[config.mk]
export PLATFORM = sky130hd
export DESIGN_NAME = write_through_buffer
export DESIGN_NICKNAME = d
export VERILOG_FILES = /design/src/rtl/write_through_buffer.sv
export SDC_FILE = /design/constraint.sdc
export NUM_CORES = 1
export LEC_CHECK = 0
export CAP_MARGIN = 10
export CELL_PAD_IN_SITES_DETAIL_PLACEMENT = 0
export CELL_PAD_IN_SITES_GLOBAL_PLACEMENT = 2
export CORE_MARGIN = 2
export CORE_UTILIZATION = 30
export CTS_CLUSTER_SIZE = 30
export DETAILED_ROUTE_END_ITERATION = 6
export PLACE_DENSITY = 0.79
export SLEW_MARGIN = 20
export SYNTH_ARGS = -nofsm -noshare
export SYNTH_HDL_FRONTEND = slang
export SYNTH_SLANG_ARGS = --single-unit
[constraint.sdc]
create_clock -name clk -period 2.4 [get_ports clk]
set_input_delay 0.36 -clock clk [delete_from_list [all_inputs] [get_ports clk]]
set_output_delay 0.36 -clock clk [all_outputs]
set_load 0.01 [all_outputs]
[src/rtl/write_through_buffer.sv]
// Posted-write FIFO plus memory-port arbiter for a write-through cache.
// Stores drain one word at a time; block refills wait behind queued stores.
module write_through_buffer #(
    parameter int WIDTH      = 32,
    parameter int ADDR_WIDTH = 10,
    parameter int DEPTH      = 4
) (
    input  logic                    clk,
    input  logic                    reset,
    input  logic                    wr_req,
    input  logic [ADDR_WIDTH-1:0]   wr_addr,
    input  logic [WIDTH-1:0]        wr_data,
    output logic                    wr_full,
    output logic                    wr_empty,
    input  logic                    rd_req,
    input  logic [ADDR_WIDTH-1:0]   rd_addr,
    output logic                    rd_valid,
    output logic [4*WIDTH-1:0]      rd_data,
    output logic [ADDR_WIDTH-1:0]   mem_address,
    output logic                    mem_write_en,
    output logic                    mem_read_en,
    output logic [WIDTH-1:0]        mem_write_data,
    input  logic                    mem_ready,
    input  logic [4*WIDTH-1:0]      mem_read_data
);

    localparam int PW = $clog2(DEPTH);
    localparam logic [PW-1:0]         PTR_ONE  = PW'(1);
    localparam logic [PW:0]           CNT_ONE  = (PW+1)'(1);
    localparam logic [PW:0]           CNT_FULL = (PW+1)'(DEPTH);
    localparam logic [ADDR_WIDTH-1:0] BLK_MASK = ~(ADDR_WIDTH'(3));

    typedef enum logic [1:0] {IDLE, WRITE, READ, GAP} state_e;

    state_e                  state_q, state_d;
    logic [ADDR_WIDTH-1:0]   fifo_addr_q [DEPTH];
    logic [WIDTH-1:0]        fifo_data_q [DEPTH];
    logic [PW-1:0]           wr_ptr_q, wr_ptr_d, rd_ptr_q, rd_ptr_d;
    logic [PW:0]             count_q, count_d;
    logic                    wr_full_q, wr_full_d, wr_empty_q, wr_empty_d;
    logic                    rd_valid_q, rd_valid_d;
    logic [4*WIDTH-1:0]      rd_data_q, rd_data_d;
    logic [ADDR_WIDTH-1:0]   mem_address_q, mem_address_d;
    logic                    mem_write_en_q, mem_write_en_d;
    logic                    mem_read_en_q, mem_read_en_d;
    logic [WIDTH-1:0]        mem_write_data_q, mem_write_data_d;
    logic                    push, pop;

    assign push = wr_req && !wr_full_q;

    always_comb begin
        state_d          = state_q;
        pop              = 1'b0;
        rd_valid_d       = 1'b0;
        rd_data_d        = rd_data_q;
        mem_address_d    = mem_address_q;
        mem_write_en_d   = mem_write_en_q;
        mem_read_en_d    = mem_read_en_q;
        mem_write_data_d = mem_write_data_q;
        case (state_q)
            IDLE: begin
                // Queued stores always drain before a refill is issued
                if (count_q != '0) begin
                    state_d          = WRITE;
                    mem_address_d    = fifo_addr_q[rd_ptr_q];
                    mem_write_data_d = fifo_data_q[rd_ptr_q];
                    mem_write_en_d   = 1'b1;
                end else if (rd_req) begin
                    state_d       = READ;
                    mem_address_d = rd_addr & BLK_MASK;
                    mem_read_en_d = 1'b1;
                end
            end
            WRITE: begin
                if (mem_ready) begin
                    pop            = 1'b1;
                    mem_write_en_d = 1'b0;
                    state_d        = GAP;
                end
            end
            READ: begin
                if (mem_ready) begin
                    rd_data_d     = mem_read_data;
                    rd_valid_d    = 1'b1;
                    mem_read_en_d = 1'b0;
                    state_d       = GAP;
                end
            end
            GAP:     state_d = IDLE;
            default: state_d = IDLE;
        endcase

        wr_ptr_d = push ? wr_ptr_q + PTR_ONE : wr_ptr_q;
        rd_ptr_d = pop  ? rd_ptr_q + PTR_ONE : rd_ptr_q;
        case ({push, pop})
            2'b10:   count_d = count_q + CNT_ONE;
            2'b01:   count_d = count_q - CNT_ONE;
            default: count_d = count_q;
        endcase
        wr_full_d  = (count_d == CNT_FULL);
        wr_empty_d = (count_d == '0) && (state_d != WRITE);
    end

    always_ff @(posedge clk) begin
        if (!reset) begin
            state_q          <= IDLE;
            wr_ptr_q         <= '0;
            rd_ptr_q         <= '0;
            count_q          <= '0;
            wr_full_q        <= 1'b0;
            wr_empty_q       <= 1'b1;
            rd_valid_q       <= 1'b0;
            rd_data_q        <= '0;
            mem_address_q    <= '0;
            mem_write_en_q   <= 1'b0;
            mem_read_en_q    <= 1'b0;
            mem_write_data_q <= '0;
        end else begin
            state_q          <= state_d;
            wr_ptr_q         <= wr_ptr_d;
            rd_ptr_q         <= rd_ptr_d;
            count_q          <= count_d;
            wr_full_q        <= wr_full_d;
            wr_empty_q       <= wr_empty_d;
            rd_valid_q       <= rd_valid_d;
            rd_data_q        <= rd_data_d;
            mem_address_q    <= mem_address_d;
            mem_write_en_q   <= mem_write_en_d;
            mem_read_en_q    <= mem_read_en_d;
            mem_write_data_q <= mem_write_data_d;
        end
    end

    // Entry storage needs no reset: pointers and count define what is valid
    always_ff @(posedge clk) begin
        if (push) begin
            fifo_addr_q[wr_ptr_q] <= wr_addr;
            fifo_data_q[wr_ptr_q] <= wr_data;
        end
    end

    assign wr_full        = wr_full_q;
    assign wr_empty       = wr_empty_q;
    assign rd_valid       = rd_valid_q;
    assign rd_data        = rd_data_q;
    assign mem_address    = mem_address_q;
    assign mem_write_en   = mem_write_en_q;
    assign mem_read_en    = mem_read_en_q;
    assign mem_write_data = mem_write_data_q;

endmodule
After elaboration in Yosys (flattened, before gate mapping)
Memories as Yosys holds them, arrays and structs flattened. A register that Yosys moved wholly into a read port is not among the register bits.
Cells that the tools add are included.
- flip-flop bits (word level): 152
- memory bits (writable): 168
- logic and storage cells: 65
- memories: 2
- add/sub/neg operators: 4
- equal/unequal tests: 12
- multiplexer cells: 19
- reductions and logical operators: 17
- memories (memory ; words ; width ; read ports ; clocked after memory_dff ; write ports ; RTL line ; source):
    fifo_data_q ; 4 ; 32 ; 1 ; 1 ; 1 ; 37 ; logic [WIDTH-1:0] fifo_data_q [DEPTH];
    fifo_addr_q ; 4 ; 10 ; 1 ; 1 ; 1 ; 36 ; logic [ADDR_WIDTH-1:0] fifo_addr_q [DEPTH];
- operators with widths (kind ; count):
    10-bit two-way mux ; 2
    2-bit two-way mux ; 5
    2-bit inequality test (second input constant) ; 5
    1-bit two-way mux ; 8
    2-bit AND reduction ; 4
    2-bit == test (second input constant) ; 3
    2-bit case mux with 3 select lines ; 1
    3-bit case mux with 2 select lines ; 1
    2-bit nonzero test ; 3
    2-bit by 1-bit adder with 2-bit output (second input constant) ; 2
    2-bit by 1-bit == test with 1-bit output (second input constant) ; 2
    1-bit case mux with 2 select lines ; 2
    4-bit AND reduction ; 1
    3-bit by 1-bit adder with 3-bit output (second input constant) ; 1
    3-bit == test (second input constant) ; 1
    3-bit logical NOT ; 1
    3-bit AND reduction ; 1
    3-bit nonzero test ; 1
    3-bit by 1-bit subtractor with 3-bit output (second input constant) ; 1
    1-bit logical AND ; 2
    1-bit logical NOT ; 2
    2-bit logical NOT ; 1
    2-bit by 1-bit inequality test with 1-bit output (second input constant) ; 1
    2-bit OR reduction ; 1

Logic depth before layout (Yosys ltp)
- depth after elaboration: 6
- mapped depth: 11

Worst setup path before layout
OpenSTA, ideal clock, no wires.
- kind: in2reg
- start: input port wr_req
- end: memory fifo_addr_q[1][0] (enable)
- library setup time: 403 ps
- data arrival time: 1749 ps
- data required time: 1997 ps
- setup slack: 247 ps
- cell stages on the path: 3
- buffers on the path: 1
- cells stage by stage: nor2b_1 -> clkbuf_1 -> and2_1
- longest elaborated chain between the ends: 3
- RTL lines (element ; RTL line ; source):
    from (decl) ; 10 ; input logic wr_req,
    1-bit logical AND ; 49 ; assign push = wr_req && !wr_full_q;
    1-bit two-way mux ; 136 ; if (push) begin
    1-bit two-way mux (implied by the code) ; 137 ; fifo_addr_q[wr_ptr_q] <= wr_addr;
    to (decl) ; 36 ;
No other way between the ends.

Worst setup path in the final report
- start: register state_q[1]
- end: register wr_full_q (netlist: wr_full)
- longest elaborated chain between the ends: 5
- RTL lines (element ; RTL line ; source):
    from (decl) ; 35 ; state_e state_q, state_d;
    from (signal assigned) ; 119 ; state_q <= state_d;
    2-bit by 1-bit == test with 1-bit output (*) ; 60 ; case (state_q)
    1-bit two-way mux (*) ; 60 ;
    via pop ; 47 ; logic push, pop;
    2-bit by 1-bit == test with 1-bit output or 2-bit == test (tied branches) ; 95 ; case ({push, pop})
    3-bit case mux with 2 select lines (*) ; 95 ;
    3-bit == test (*) ; 100 ; wr_full_d = (count_d == CNT_FULL);
    to (signal assigned) ; 123 ; wr_full_q <= wr_full_d;
    to (decl) ; 40 ; logic wr_full_q, wr_full_d, wr_empty_q, wr_empty_d;
Mark *: on every way through the listed nets, which the timed path passes. The rest lies on a longest branch.
A chain may end at the register's enable or synchronous reset.

==> impl_metrics.ini <==
[outcome]
status = finished clean

[sta]
post-route-period-util_pct = 91.4
setup_viol = 0
finalHoldViolCount = 0
final.min_clock_period_ns = 2.19
tightest_slew_ns = 0.614
fmax_mhz = 456
slew_violations = 0
relSlewSlack_pct = 59.0
fin_skew_ns = 0.0168
rsz0062_at_grt = no
hold_ws_ns = 0.351

[synthesis]
synth_area_leader_cell = edfxtp_1
yosysUniqueCellTypes = 33
synth_cells = 1058
synth_mux_area_share_pct = 7.42
syn-cell-area_um2 = 12700
ys_seq_elements = 354
yosysWarnings = 0
synth_area_leaders = edfxtp_1 (40%), dfxtp_1 (29%), nand2_1 (9.8%)
ys_async_sr_fraction_pct = 0
synth_edf_count = 168
synthAdderAreaFrac_pct = 0.942
synth_top_family_by_area = simple AND/OR/NAND/NOR gates
post_synth_and_or_nand_nor_area_fraction_pct = 11.1
syn_area_per_cell_um2 = 12.0
ys_seq_area_share_pct = 68.8
syn_nets = 1252
synth-compound-area-share_pct = 8.47
synth_xor_area_share_pct = 0.344
synth_top_area_share_pct = 39.6
synth-main-ff-cell = dfxtp_1

[clock_tree]
h-tree-depth = 2
cts_buffer_depth = 3
cts_hold_repair.buffers = 0
postCtsSetupBuffers = 0
cts_resized = 0
insertion_delay_ns = 0.56
cts_tree = built
path_clk_slew_ns = 0.06
ctsRootBufferMaster = clkbuf_16
cts_buffers = 41
cts_sinks = 354

[floorplanning]
die-area_um2 = 44200
io_pins = 360
num_rows = 75
die_w_um = 210
die_h_um = 210
start_util_pct = 30.4
coreArea_um2 = 41900

[route]
vias = 9107
antenna_left = 0
via_per_inst = 4.56
dr.pass1.iters = 7
drt_iter0_drc = 546
routedWlPerCell_um = 17.6
wirelength_mm = 35.2
drc = 0

[layout]
final_common_cell = clkdlybuf4s50_1
nets = 1616
multi_input_area_um2 = 3620
final_area_um2 = 18500
drive_above_1_share_pct = 10.2
syn2layout_area_growth_pct = 44.9
fillers = 3929
regArea_um2 = 8770
final_cell_mix = clkdlybuf4s50_1 (357), nand2_1 (332), dfxtp_1 (184)

[global_routing]
grt_pass1_wl_mm = 53.3
antenna_found_initial = 3
globalRouteTotalUtil_pct = 15.7
grt_max_degree = 46
grt_pass1_vias = 9252
globalRouteOverflowTotal = 0

[worst_setup_path]
ff2ff_path_depth = 11
worstSetupPathType = register to register
arrival_ns = 2.69
startpoint_type = register
r2r_setup_slack_ns = 0.21
cp_max_fo = 4
endpoint_kind = register
reg2reg_from = state_q[1]$_SDFF_PN0_
worstPathRequired_ns = 2.89
reg2reg_to = wr_full$_SDFF_PN0_

[place]
gp_congestion = 0.770
hpwl_mm = 23.3
portBuffers = 357
placed_cell_area_um2 = 17100

[run]
cap_violations = 0

[min_path]
holdPathEnd = rd_data[74]$_SDFFE_PN0P_
holdCritPathClass = primary input to register
hold_path.startpoint = mem_read_data[74]
whs_path_depth = 3

[pwr]
power.density_nw_per_um2 = 975
peakVddDrop_mv = 0.690
leakage_nw = 6.16
-- worst max-delay path, cell delays in order (launching register included) --
cell and delay [ns]:
dfxtp_1 0.34, inv_1 0.09, ha_1 0.19, nand2_1 0.08, inv_1 0.06, ha_1 0.14
inv_1 0.05, fa_1 0.37, xor2_1 0.16, or3_1 0.33, a21oi_2 0.18, nor2b_1 0.14
-- sequential cells by signal (all words and copies together), names as in the netlist, named ones only --
signal,flops
state_q,2
fifo_addr_q,40
wr_ptr_q,2
mem_address,10
wr_empty,1
rd_valid,1
rd_data,128
wr_full,1
count_q,3
rd_ptr_q,2
mem_write_en,1
mem_write_data,32
fifo_data_q,128
mem_read_en,1
-- kinds of logic (layout without fill, tap and decap cells) --
family	Yosys count	after routing
multiplexers	42	42
flip-flops	354	354
AND/OR/NAND/NOR	363	363
AO/OA/AOI/OAI	206	206
other	0	3
XOR/XNOR	5	5
buffers and inverters	79	476
adder cells (fa/ha/maj)	9	9
-- power breakdown --
group	internal [mW]	switching, mW	leakage [nW]	total [mW]
clock network	3.58	2.47	0.645	6.05
registers	7.10	0.370	3.05	7.47
logic	2.17	2.32	2.46	4.49
total	12.8	5.16	6.16	18.0
-- synthesized netlist by cell type, drive strengths merged (4+ instances only) --
cell type    n
a21oi      181
and2         5
buf         35
clkbuf      34
dfxtp      186
edfxtp     168
ha           8
inv         10
mux4        42
nand2      334
nor2        14
nor2b        4
o21ai       12
xor2         4
-- stage by stage --
stage	util, %	power, mW	TNS [ns]	setup slack [ns]	cells
after floorplan	-	9.91	0	0.247	1058
after global placement	40.9	12.1	-0.0351	-0.0184	1918
after detailed placement	40.9	12.2	-0.0951	-0.0490	1918
after CTS	44.0	18.4	0	0.138	1994
after global routing	44.0	19.0	0	0.0398	1995
final	44.0	18.0	0	0.207	1997
-- area by class of cell --
cell class	instances	area share, %
multi-input combinational	625	19.6
clock inverter	18	0.881
tap	539	3.65
timing repair buffer	390	21.8
sequential	354	47.5
inverter	10	0.230
clock buffer	58	6.23
antenna	3	0.0407
-- per-layer routing --
| layer | share of wire [%] | track usage, % |
|---|---|---|
| met5 | 0 | 0 |
| met1 | 43 | 19.6 |
| met3 | 6.8 | 3.95 |
| met4 | 2.7 | 5.77 |
| met2 | 48 | 26.2 |
-- worst max path at each step --
stage               slack (ns)             startpoint  depth (start not counted)                           to
floorplan                 0.25                 wr_req                          3  fifo_addr_q[1][0]$_DFFE_PP_
global placement         -0.02                 wr_req                         10          wr_empty$_SDFF_PN1_
detailed placement       -0.05                 wr_req                         10           wr_full$_SDFF_PN0_
CTS                       0.14  state_q[1]$_SDFF_PN0_                         11           wr_full$_SDFF_PN0_
global route              0.04  state_q[1]$_SDFF_PN0_                         11           wr_full$_SDFF_PN0_
finish                    0.21  state_q[1]$_SDFF_PN0_                         11           wr_full$_SDFF_PN0_
No activity file was read; power rests on OpenSTA's default activity.
